$ cat src/rtl/hd44780_nybble_receiver_pkg.sv
// Shared constants and types for the HD44780 4-bit bus receiver.
// Tick budgets are in CLK_I cycles.
package hd44780_nybble_receiver_pkg;

  localparam int H4NS_COUNT_BITS  = 8;
  localparam int H4NS_TICKS_TAS   = 2;
  localparam int H4NS_TICKS_PWEH  = 20;
  localparam int H4NS_TICKS_TCYCE = 40;

  // Function-set high nybbles: DL=0 enters 4-bit, DL=1 returns to 8-bit.
  localparam logic [3:0] FS_4BIT = 4'h2;
  localparam logic [3:0] FS_8BIT = 4'h3;

  typedef enum logic [1:0] {
    ST_8BIT = 2'd0,
    ST_4HI  = 2'd1,
    ST_4LO  = 2'd2
  } rx_state_t;

endpackage

$ cat src/rtl/hd44780_sync.sv
// N-stage input synchronizer; STAGES = 0 is a plain wire.
// Flops carry no reset so bus history survives RST_I.
module hd44780_sync #(
  parameter int STAGES = 2,
  parameter int WIDTH  = 1
) (
  input  logic             clk,
  input  logic [WIDTH-1:0] d,
  output logic [WIDTH-1:0] q
);

  if (STAGES == 0) begin : g_pass
    assign q = d;
  end else begin : g_sync
    logic [WIDTH-1:0] ff [STAGES];

    always_ff @(posedge clk) begin
      ff[0] <= d;
      for (int i = 1; i < STAGES; i++)
        ff[i] <= ff[i-1];
    end

    assign q = ff[STAGES-1];
  end

endmodule

$ cat src/rtl/hd44780_nybble_receiver.sv
// HD44780 4-bit write-bus decoder: mode tracking,
// byte reassembly and E-pulse timing checks.
module hd44780_nybble_receiver
  import hd44780_nybble_receiver_pkg::*;
#(
  parameter int SYNC_STAGES = 2,
  parameter int COUNT_BITS  = H4NS_COUNT_BITS,
  parameter int TICKS_TAS   = H4NS_TICKS_TAS,
  parameter int TICKS_PWEH  = H4NS_TICKS_PWEH,
  parameter int TICKS_TCYCE = H4NS_TICKS_TCYCE
) (
  input  logic       CLK_I,
  input  logic       RST_I,
  input  logic       lcd_rs,
  input  logic       lcd_e,
  input  logic [3:0] lcd_data,
  input  logic       err_clr,
  output logic       byte_stb,
  output logic [7:0] byte_data,
  output logic       byte_rs,
  output logic       mode_4bit,
  output logic       hi_nybble_pending,
  output logic       err_tas,
  output logic       err_pweh,
  output logic       err_tcyce,
  output logic       err_data,
  output logic       err_rs_split
);

  localparam int CB = COUNT_BITS;
  localparam logic [CB-1:0] TAS_C = CB'(TICKS_TAS);
  localparam logic [CB-1:0] PWEH_C = CB'(TICKS_PWEH);
  localparam logic [CB-1:0] TCYC_C = CB'(TICKS_TCYCE);
  localparam logic [CB-1:0] ONE_C = CB'(1);

  logic [5:0] bus_s;
  logic       rs_s, e_s;
  logic [3:0] d_s;

  hd44780_sync #(
    .STAGES (SYNC_STAGES),
    .WIDTH  (6)
  ) u_sync (
    .clk (CLK_I),
    .d   ({lcd_rs, lcd_e, lcd_data}),
    .q   (bus_s)
  );

  assign rs_s = bus_s[5];
  assign e_s  = bus_s[4];
  assign d_s  = bus_s[3:0];

  logic          e_d, rs_d;
  logic [3:0]    d_d;
  logic          armed, first_rise;
  logic [CB-1:0] as_cnt, hi_cnt, cyc_cnt;
  logic          rise, fall, cap;

  assign rise = ~e_d & e_s;
  assign fall = e_d & ~e_s;
  assign cap  = fall & armed;

  logic tas_v, pweh_v, tcyc_v, data_v, split_v;

  assign tas_v  = rise & (as_cnt < TAS_C);
  assign pweh_v = cap & (hi_cnt < PWEH_C);
  assign tcyc_v = rise & ~first_rise &
                  (cyc_cnt < TCYC_C);
  assign data_v = armed & e_s &
                  ((d_s != d_d) | (rs_s != rs_d));

  rx_state_t  state, state_n;
  logic [3:0] hi_nyb;
  logic       hi_rs;
  logic       stb_n, rs_n;
  logic [7:0] data_n;

  always_comb begin
    state_n = state;
    stb_n   = 1'b0;
    data_n  = byte_data;
    rs_n    = byte_rs;
    split_v = 1'b0;
    if (cap) begin
      case (state)
        ST_8BIT: begin
          stb_n  = 1'b1;
          data_n = {d_s, 4'h0};
          rs_n   = rs_s;
          if (!rs_s && d_s == FS_4BIT)
            state_n = ST_4HI;
        end
        ST_4HI: state_n = ST_4LO;
        ST_4LO: begin
          stb_n   = 1'b1;
          data_n  = {hi_nyb, d_s};
          rs_n    = hi_rs;
          split_v = hi_rs != rs_s;
          if (!hi_rs && hi_nyb == FS_8BIT)
            state_n = ST_8BIT;
          else
            state_n = ST_4HI;
        end
        default: state_n = ST_8BIT;
      endcase
    end
  end

  // e_d resets high so E already high out of reset is not a rise.
  always_ff @(posedge CLK_I) begin
    if (RST_I) begin
      e_d          <= 1'b1;
      rs_d         <= 1'b0;
      d_d          <= 4'h0;
      armed        <= 1'b0;
      first_rise   <= 1'b1;
      as_cnt       <= '0;
      hi_cnt       <= '0;
      cyc_cnt      <= '0;
      state        <= ST_8BIT;
      hi_nyb       <= 4'h0;
      hi_rs        <= 1'b0;
      byte_stb     <= 1'b0;
      byte_data    <= 8'h00;
      byte_rs      <= 1'b0;
      err_tas      <= 1'b0;
      err_pweh     <= 1'b0;
      err_tcyce    <= 1'b0;
      err_data     <= 1'b0;
      err_rs_split <= 1'b0;
    end else begin
      e_d  <= e_s;
      rs_d <= rs_s;
      d_d  <= d_s;
      if (rise)
        armed <= 1'b1;
      else if (fall)
        armed <= 1'b0;
      if (rise)
        first_rise <= 1'b0;
      if (rs_s != rs_d)
        as_cnt <= '0;
      else
        as_cnt <= as_cnt + CB'(~&as_cnt);
      if (rise)
        hi_cnt <= ONE_C;
      else if (e_s)
        hi_cnt <= hi_cnt + CB'(~&hi_cnt);
      if (rise)
        cyc_cnt <= ONE_C;
      else
        cyc_cnt <= cyc_cnt + CB'(~&cyc_cnt);
      state <= state_n;
      if (cap && state == ST_4HI) begin
        hi_nyb <= d_s;
        hi_rs  <= rs_s;
      end
      byte_stb     <= stb_n;
      byte_data    <= data_n;
      byte_rs      <= rs_n;
      err_tas      <= (err_tas & ~err_clr) | tas_v;
      err_pweh     <= (err_pweh & ~err_clr) | pweh_v;
      err_tcyce    <= (err_tcyce & ~err_clr) | tcyc_v;
      err_data     <= (err_data & ~err_clr) | data_v;
      err_rs_split <= (err_rs_split & ~err_clr)
                      | split_v;
    end
  end

  assign mode_4bit         = state != ST_8BIT;
  assign hi_nybble_pending = state == ST_4LO;

endmodule
$ cat config.mk
export PLATFORM = sky130hd
export DESIGN_NAME = hd44780_nybble_receiver
export DESIGN_NICKNAME = d
export VERILOG_FILES = /design/src/rtl/hd44780_nybble_receiver_pkg.sv /design/src/rtl/hd44780_sync.sv /design/src/rtl/hd44780_nybble_receiver.sv
export SDC_FILE = /design/constraint.sdc
export NUM_CORES = 1
export LEC_CHECK = 0
export CORE_UTILIZATION = 55
export CTS_CLUSTER_DIAMETER = 150
export CTS_CLUSTER_SIZE = 20
export DETAILED_ROUTE_END_ITERATION = 12
export PLACE_DENSITY_LB_ADDON = 0.25
export SLEW_MARGIN = 20
export SYNTH_ARGS = -nofsm -noshare
export SYNTH_HDL_FRONTEND = slang
export SYNTH_SLANG_ARGS = --single-unit
$ cat constraint.sdc
create_clock -name CLK_I -period 1.94 [get_ports CLK_I]
set_input_delay 0.291 -clock CLK_I [delete_from_list [all_inputs] [get_ports CLK_I]]
set_output_delay 0.291 -clock CLK_I [all_outputs]
set_load 0.02 [all_outputs]
==> flow_metrics.env <==
export IMPL_status="finished, final reports clean"
export IMPL_layout_setup_ws_ns=0.108
export IMPL_die_w_um=69.6
export IMPL_synth_cell_type_count=37
export IMPL_vias_per_cell=5.47
export IMPL_fp_row_count=24
export IMPL_cts_sinks=66
export IMPL_pre_cts_slack_ns=0.120
export IMPL_netlist_area_sq_um=2520
export IMPL_cp_slowest_cell="clkdlybuf4s50_1"
export IMPL_place_hpwl_um=3000
export IMPL_syn_area_per_cell_sq_um=9.68
export IMPL_place_congestion=0.778
export IMPL_nFillCells=371
export IMPL_cts_tree="done"
export IMPL_p_leak_nw=1.14
export IMPL_min_from="u_sync.g_sync.ff[0][5]"
export IMPL_worst_pin_slew_ns=0.439
export IMPL_n_antenna_cell=0
export IMPL_critPathCaptureType="output port"
export IMPL_root_buffer="clkbuf_8"
export IMPL_whs_ns=0.331
export IMPL_power_frac_clock=0.406
export IMPL_clock_latency_ns=0.35
export IMPL_boundaryPins=26
export IMPL_cap_violations=0
export IMPL_fin_crit_sh=0.944
export IMPL_area_growth_pct=19.5
export IMPL_p_switching_mw=0.671
export IMPL_path_clk_slew_ns=0.08
export IMPL_required_ns=1.65
export IMPL_num_vias=1905
export IMPL_finalNetCount=308
export IMPL_hold_viol_final=0
export IMPL_seqCellArea_sq_um=1330
export IMPL_cellPowerDensity_nw_per_um2=866
export IMPL_first_pass_iters=4
export IMPL_crit_family="buffers and inverters"
export IMPL_grt_first_pass_wirelength_um=7330
export IMPL_p_comb_frac=0.049
export IMPL_cp_startpoint="state[0]"
export IMPL_slew_headroom=0.707
export IMPL_drive_gt1_frac=0.0946
export IMPL_crit_path_start_kind="flop"
export IMPL_core_area_sq_um=4380
export IMPL_period_minus_slack_ns=1.83
export IMPL_rsz0062_at_grt="false"
export IMPL_grt_pass1_vias=1645
export IMPL_die_area_sq_um=4850
export IMPL_finalInstanceArea_sq_um=3010
export IMPL_finalPower_mw=2.60
export IMPL_grt_remaining_overflow=0
export IMPL_vdd_ir_drop_worst_mv=0.671
export IMPL_drv_slew=0
export IMPL_synth_seq_cells=66
export IMPL_p_int_mw=1.93
export IMPL_postCtsSetupRepairBufs=0
export IMPL_initial_core_util=0.574
export IMPL_portBuffers=25
export IMPL_synth_seq_area_share=0.525
export IMPL_place_area_sq_um=2820
export IMPL_cp_arrival_ns=1.54
export IMPL_hp_class="reg2reg"
export IMPL_switching_share=0.257
export IMPL_cts_max_path_buffers=2
export IMPL_drtIter0Drc=128
export IMPL_multi_input_area_sq_um=1130
export IMPL_reg2reg_slack_ns=0.17
export IMPL_syn_num_nets=277
export IMPL_crit_chain="or2_2 > clkdlybuf4s50_1"
export IMPL_h_tree_depth=3
export IMPL_fmax_ghz=0.546
export IMPL_synth_cells=260
export IMPL_drc=0
export IMPL_skew_ns=0.00590
export IMPL_grt_use_total=0.198
export IMPL_setup_tns_ns=0
export IMPL_numCtsBuffers=9
export IMPL_worst_path_max_fanout=6
export IMPL_setup_viol=0
export IMPL_drtAntennaViolNets=0
export IMPL_antenna_found_initial=0
export IMPL_wire_per_inst_um=12.8
export IMPL_sequentialPowerShare=0.545
export IMPL_r2r_start="hi_cnt[2]"
export IMPL_critical_path_class="reg2out"
export IMPL_fp_dieH_um=69.6
export IMPL_grt_max_degree=23
export IMPL_yosysWarnings=0
export IMPL_routed_wl_um=4460
export IMPL_path_buf_inv=1
export IMPL_slowest_delay_ns=0.54
cell usage in the layout (no fill, tap or decap), drive strengths merged, types with 2 or more instances in the layout:
| cell type | Yosys | layout |
|---|---|---|
| and3 | 3 | 3 |
| dfxtp | 66 | 66 |
| nor4 | 2 | 2 |
| or2 | 3 | 3 |
| nor2 | 26 | 26 |
| a22oi | 2 | 2 |
| xor2 | 12 | 12 |
| mux2i | 13 | 13 |
| nor2b | 7 | 7 |
| o21ai | 11 | 11 |
| a211oi | 4 | 4 |
| or3 | 8 | 8 |
| nand3b | 2 | 2 |
| clkdlybuf4s50 | 0 | 25 |
| nand3 | 15 | 15 |
| nand2 | 18 | 18 |
| xnor2 | 3 | 3 |
| clkbuf | 5 | 9 |
| clkinvlp | 0 | 2 |
| nor4b | 3 | 3 |
| inv | 6 | 10 |
| nand4 | 10 | 10 |
| a21o | 2 | 2 |
| buf | 4 | 4 |
| ha | 8 | 8 |
| a21oi | 17 | 17 |
layer usage:
metal,vias to the layer above,global-route usage,share of wire
met5,-,0,0
met1,886,0.227,0.45
met3,8,0.0828,0.050
li1,977,-,-
met4,0,0.0867,0.018
met2,34,0.323,0.48
timing repair:
| item | 4_1_cts | 5_1_grt |
|---|---|---|
| endpoints found under the setup margin | 0 | 4 |
| hold buffers | 0 | 0 |
| hold endpoints to repair | 0 | 0 |
| gates resized for setup | 0 | 4 |
Yosys cell counts, drive strengths merged:
cell type / n / area share
nand2b: 1 / 0.0025
a21oi: 17 / 0.034
a22oi: 2 / 0.0060
inv: 6 / 0.0090
and3b: 1 / 0.0035
nand3: 15 / 0.030
a21o: 2 / 0.0060
ha: 8 / 0.040
mux2i: 13 / 0.052
nor3: 1 / 0.0020
a211oi: 4 / 0.012
and3: 3 / 0.0075
o221ai: 1 / 0.0035
o21ai: 11 / 0.022
nand4: 10 / 0.025
and4: 1 / 0.0035
xor2: 12 / 0.042
a32o: 1 / 0.0045
nand3b: 2 / 0.0060
clkbuf: 5 / 0.0080
nand2: 18 / 0.027
or2: 3 / 0.0075
or4b: 1 / 0.0040
buf: 4 / 0.0090
and2: 1 / 0.0025
xnor2: 3 / 0.010
nor2: 26 / 0.039
nor4b: 3 / 0.010
nor4: 2 / 0.0050
dfxtp: 66 / 0.53
or3: 8 / 0.020
a31oi: 1 / 0.0025
nor2b: 7 / 0.017
nand4b: 1 / 0.0035
path summary, 6_finish.rpt:
path	to	cells past startpoint
worst max-delay path	mode_4bit	2
worst min-delay path	u_sync.g_sync.ff[0][11]	0
worst max register to register	hi_cnt[2]	7
worst min register to register	u_sync.g_sync.ff[0][11]	0
stage by stage:
stage	cells	util
after global routing	348	0.686
after global placement	332	0.643
after floorplan	260	-
after detailed placement	332	0.643
final	348	0.686
after CTS	348	0.685
logic make-up after synthesis:
group / share of synthesized area
muxes: 0.0517
and+or+nand+nor: 0.215
xor gates and xnor gates: 0.0522
buffers and inverters: 0.0259
AOI/OAI and AO/OA: 0.0900
adders and majority gates: 0.0398
DFF: 0.525
state kept, by name (all words and copies together) (netlist names), 2 cells and up:
name / count
d_d: 4
byte_data: 8
hi_cnt: 8
hi_nyb: 4
state: 2
as_cnt: 8
u_sync.g_sync.ff: 12
cyc_cnt: 8
area by class of cell:
| cell class | instances | area share |
|---|---|---|
| sequential | 66 | 0.441 |
| clock buffer | 9 | 0.0412 |
| inverter | 6 | 0.00749 |
| tap | 52 | 0.0216 |
| clock inverter | 7 | 0.0196 |
| timing repair buffer | 29 | 0.0932 |
| multi-input combinational | 179 | 0.376 |
power by group through the flow:
stage | registers, mW | logic (mW) | clock network (mW)
5_1_grt | 1.42 | 0.144 | 1.15
2_1_floorplan | 1.45 | 0.0814 | 0
3_3_place_gp | 1.45 | 0.125 | 0
3_5_place_dp | 1.45 | 0.128 | 0
4_1_cts | 1.42 | 0.130 | 1.09
6_report | 1.42 | 0.128 | 1.06
Note: power is estimated with default switching activity, not from simulation.
